File: config.mk
export PLATFORM = sky130hd
export DESIGN_NAME = multi_clock_gate
export DESIGN_NICKNAME = d
export VERILOG_FILES = /design/src/rtl/multi_clock_gate.sv
export SDC_FILE = /design/constraint.sdc
export NUM_CORES = 1
export LEC_CHECK = 0
export ABC_AREA = 1
export CAP_MARGIN = 20
export CORE_ASPECT_RATIO = 0.8
export CORE_UTILIZATION = 25
export CTS_CLUSTER_SIZE = 16
export DETAILED_ROUTE_END_ITERATION = 10
export MAX_ROUTING_LAYER = met4
export PLACE_DENSITY = 0.46
export SLEW_MARGIN = 0
export SYNTH_ARGS = -nofsm -noshare
export SYNTH_HDL_FRONTEND = slang
export SYNTH_SLANG_ARGS = --single-unit
File: constraint.sdc
create_clock -name clk -period 1.53 [get_ports clk]
set_input_delay 0.306 -clock clk [delete_from_list [all_inputs] [get_ports clk]]
set_output_delay 0.306 -clock clk [all_outputs]
set_load 0.05 [all_outputs]
File: src/rtl/multi_clock_gate.sv
// Per-channel clock gate with enable hold-off; each channel runs an OFF/ON/HOLD FSM.
// Optional macro MULTI_CLOCK_GATE_TEST_OVERRIDE_EN adds test_en to force every gate open.
module multi_clock_gate #(
  parameter int NUM_CH      = 4,
  parameter int HOLD_CYCLES = 8,
  parameter int CNT_W       = 8
) (
  input  logic              clk,
  input  logic              rst_n,
`ifdef MULTI_CLOCK_GATE_TEST_OVERRIDE_EN
  input  logic              test_en,
`endif
  input  logic [NUM_CH-1:0] ch_en,
  output logic [NUM_CH-1:0] gated_clk,
  output logic [NUM_CH-1:0] ch_active,
  output logic              all_idle
);

  // state   | meaning
  // ST_OFF  | gate closed, waiting for ch_en
  // ST_ON   | gate open, ch_en asserted
  // ST_HOLD | ch_en dropped, gate kept open until hold counter expires
  typedef enum logic [1:0] {
    ST_OFF  = 2'd0,
    ST_ON   = 2'd1,
    ST_HOLD = 2'd2
  } state_t;

  state_t             state_q [NUM_CH];
  state_t             state_d [NUM_CH];
  logic [CNT_W-1:0]   cnt_q   [NUM_CH];
  logic [CNT_W-1:0]   cnt_d   [NUM_CH];
  logic [NUM_CH-1:0]  ch_active_q;
  logic [NUM_CH-1:0]  ch_active_d;
  logic               all_idle_q;
  logic               all_idle_d;
  logic [NUM_CH-1:0]  gate_req;
  logic [NUM_CH-1:0]  gate_q;

  // The counter is loaded with HOLD_CYCLES so the gate stays open for
  // HOLD_CYCLES+1 more rising edges after the request is seen low.
  always_comb begin
    for (int i = 0; i < NUM_CH; i++) begin
      state_d[i] = state_q[i];
      cnt_d[i]   = cnt_q[i];
      case (state_q[i])
        ST_OFF: begin
          if (ch_en[i]) state_d[i] = ST_ON;
        end
        ST_ON: begin
          if (!ch_en[i]) begin
            if (HOLD_CYCLES > 0) begin
              state_d[i] = ST_HOLD;
              cnt_d[i]   = CNT_W'(HOLD_CYCLES);
            end else begin
              state_d[i] = ST_OFF;
            end
          end
        end
        ST_HOLD: begin
          if (ch_en[i]) begin
            state_d[i] = ST_ON;
          end else if (cnt_q[i] == '0) begin
            state_d[i] = ST_OFF;
          end else begin
            cnt_d[i] = cnt_q[i] - CNT_W'(1);
          end
        end
        default: begin
          state_d[i] = ST_OFF;
          cnt_d[i]   = '0;
        end
      endcase
      ch_active_d[i] = (state_d[i] != ST_OFF);
`ifdef MULTI_CLOCK_GATE_TEST_OVERRIDE_EN
      gate_req[i]    = (state_q[i] != ST_OFF) | test_en;
`else
      gate_req[i]    = (state_q[i] != ST_OFF);
`endif
    end
    all_idle_d = ~|ch_active_d;
  end

  always_ff @(posedge clk or negedge rst_n) begin
    if (!rst_n) begin
      for (int i = 0; i < NUM_CH; i++) begin
        state_q[i] <= ST_OFF;
        cnt_q[i]   <= '0;
      end
      ch_active_q <= '0;
      all_idle_q  <= 1'b1;
    end else begin
      for (int i = 0; i < NUM_CH; i++) begin
        state_q[i] <= state_d[i];
        cnt_q[i]   <= cnt_d[i];
      end
      ch_active_q <= ch_active_d;
      all_idle_q  <= all_idle_d;
    end
  end

  // Capturing while clk is low means the gate only changes during the low
  // phase, so the AND below never truncates a high phase.
  always_ff @(negedge clk or negedge rst_n) begin
    if (!rst_n) begin
      gate_q <= '0;
    end else begin
      gate_q <= gate_req;
    end
  end

  assign gated_clk = {NUM_CH{clk}} & gate_q;
  assign ch_active = ch_active_q;
  assign all_idle  = all_idle_q;

endmodule

# Word level (Yosys, flattened, before mapping)
# Index checks and enable logic that the tools add are counted.
# totals
register_bits	49
in_bits	6
out_inout_bits	9
elab_cells	98
# op_classes
addsub	4
eq_ne	20
mux	36
bitwise	5
reduce_logical	22
# ops
cell	count
two-way mux 8 bit	12
one-hot mux 8 bit (3 select lines)	4
logical NOT 8 bit	4
two-way mux 2 bit	16
subtractor 8 x 1 -> 8 bit, second input constant	4
!= test 2 bit, second input constant	12
one-hot mux 2 bit (3 select lines)	4
AND reduction 4 bit	4
nonzero test 2 bit	8
== test 2 x 1 -> 1 bit, second input constant	4
== test 2 bit, second input constant	4
logical NOT 2 bit	4
AND 4 bit	1
inverter 1 bit	4
OR reduction 4 bit	1
logical NOT 1 bit	1

# Longest topological paths before layout
# depth
ltp_word	7
ltp_mapped	11
depth_no_buf	10

==> out/results.ini <==
[grt]
grt_pass1_wl_um = 12400
use_met3 = 0.0538
first_global_vias = 2768
groute.layer.met2.usage = 0.204
grt_use_total = 0.137
antenna_found_initial = 0
grt_overflow = 0
grt_max_degree = 30
gr-usage-met1 = 0.165
top_usage_layer = met2

[synth]
netlist_top_cells_count = 74 x nand2_1, 73 x inv_1, 44 x dfrtp_1
ys_seq_elements = 49
ys.flop_type = dfrtp_1
syn_area_sq_mm = 0.00291
syn-num-nets = 404
yosysUniqueCellTypes = 32
yosysSeqAreaShare = 0.421
synthCells = 376
syn_area_per_cell_sq_um = 7.75
yosysTopAreaCellShare = 0.378
yosys_warnings = 0
synth_most_common_cell = nand2_1
synth-async-reset-ratio = 1.00
synth_top_area_cell = dfrtp_1
synth.area.top_cells = dfrtp_1 38%, nand2_1 9.5%, ha_1 9.5%, inv_1 9.4%, o21ai_0 6.0%
synth_edf_count = 0

[setup_path]
cp_top_family = flip-flops
cp_num_cells = 3
critPathBufInv = 2
max_stage_delay_ns = 0.40
critPathRequiredTime_ns = 1.22
worst-setup-path-type = reg -> out
r2r_cells = 10
cp.arrival_ns = 1.88
critPathLaunchType = flop
cp-end-kind = output port
slowest_stage = dfrtn_1
crit_chain = nand2_2, clkinvlp_4, buf_8
crit_path_max_fanout = 1

[floorplanning]
start_util = 0.262
die_h_um = 98.5
rows = 34
die_width_um = 123
coreArea_sq_mm = 0.0111
dieArea_sq_mm = 0.0121
io_pins = 15

[route]
drcViolationCount = 0
dr.pass1.iters = 6
routed-via-count = 2780
routed_wl_um = 7400
drtIter0Drc = 112
avgRoutedWirePerCell_um = 11.6
ant_nets = 0
vias_per_cell = 4.36

[power_and_ir_drop]
total_power_mw = 12.9
peakVddDrop_v = 0.000613
powerDensity_mw_per_mm2 = 2640
leakagePower_nw = 2.31

[run_status]
status = finished, violations left
violations = hold timing, setup timing

[cells_and_area]
final_nets = 520
antenna_cells = 0
final_util = 0.438
syn_to_final_growth_pct = 67.0
drive_gt1_frac = 0.497

[flow_run]
drv_cap = 0

[timing]
rsz0062_at_grt = true
hold_slack_ns = -0.00928
fin_setup_tns_ns = -4.43
fin_worst_skew_ns = 0.0435
setup_slack_ns = -0.657
worst_pin_slew_ns = 0.450
relSlewSlack = 0.698
finalHoldViolations = 7
slew_violations = 0
setup_viol = 39

[placed_design]
place_congestion = 0.786
numPortBuffers = 14
dpl.hpwl_um = 5050

[clock_tree]
clk_pin_slew_ns = 0.07
cts_tree = built
clk_latency_ns = 0.44
cts_hold_buf = 0

[min_path]
hold_path.class = in -> async

[sequential cells by signal (all words and copies together), names as in the netlist]
name and count:
cnt_q 32, state_q 8, ch_active 4, gate_q 4, all_idle 1
[layer usage]
layer  wire length, um  part of all wire
met4               117             0.016
met2              3490              0.47
met3               318             0.043
met1              3480              0.47
met5                 0                 0
[layout by cell type (no fill, tap or decap), types with 5 or more instances in the layout]
master      netlist  final
a21oi_2           1      9
inv_4             1      6
o21ai_0          35      9
inv_1            73     46
nand2_1          74     48
nor2_1           36     32
buf_4             0     81
buf_6             0     10
xor2_1           11     11
nand3_1          20     10
clkbuf_16         0      9
ha_4              0     13
buf_8             0      5
o21ai_2           1     14
buf_12            0      5
nand3_2           0      8
o21ai_1           0      9
inv_2             0     18
clkinvlp_4        0      5
nand2_2           1     24
a21oi_1          22     10
dfrtp_1          44     41
ha_1             22      8
o21ai_4           1      6
[final timing paths]
| path | from | slack [ns] | endpoint |
|---|---|---|---|
| worst min register to register | cnt_q[30] | 0.59 | cnt_q[30] |
| worst max-delay path | gate_q[0] | -0.66 | gated_clk[0] |
| min in group clk | cnt_q[30] | 0.59 | cnt_q[30] |
| worst min-delay path | rst_n | -0.009 | state_q[3] |
| worst max register to register | state_q[0] | -0.15 | cnt_q[5] |
| max in group asynchronous | rst_n | 0.95 | gate_q[1] |
[per-stage QoR]
| stage | area, sq um | worst slack, ns | hold WS, ns | cells |
|---|---|---|---|---|
| 2_1_floorplan | 3050 | -0.162 | 0.0104 | 376 |
| 3_3_place_gp | 3910 | -0.810 | 0.454 | 601 |
| 3_5_place_dp | 3910 | -0.815 | 0.447 | 601 |
| 4_1_cts | 4500 | -0.676 | 0.0124 | 623 |
| 5_1_grt | 4860 | -0.705 | 0.0331 | 637 |
| 6_report | 4860 | -0.657 | -0.00928 | 637 |
[report_power, final]
part	internal (mW)	switching (mW)	leakage, nW
sequential	1.84	0.374	0.633
combinational	3.93	4.33	1.52
clock	1.32	1.06	0.162
total	7.09	5.77	2.31
[cell type report]
type / instances / area (sq um)
clock inverters: 7 / 52.6
multi-input cells: 251 / 1950
fillers: 1074 / 6240
clock buffers: 13 / 285
repair buffers: 102 / 881
repair inverters: 1 / 7.51
flip-flops and latches: 49 / 1230
well taps: 144 / 180
inverters: 70 / 278
[repair_timing]
| action | 4_1_cts | 5_1_grt |
|---|---|---|
| setup buffers | 8 | 15 |
| resized for setup | 110 | 77 |
| gates cloned | 2 | 0 |
| setup endpoints to repair | 47 | 50 |
| pin swaps | 25 | 36 |
[worst register-to-register path: stages (launching register included)]
cell and delay (ns):
dfrtp_2 0.43, inv_4 0.07, ha_4 0.16, a21oi_2 0.13, o21a_1 0.20, nand2_1 0.08, nand2_2 0.12, buf_6 0.12
nand2_2 0.04, xor2_1 0.14, nor2_1 0.11
[cell families after synthesis]
family	share of synthesized area
adders and majority gates	0.0945
AOI/OAI and AO/OA	0.142
xor gates and xnor gates	0.0331
and+or+nand+nor	0.208
DFF	0.421
buffers and inverters	0.101
(Power assumes the default switching activity.)
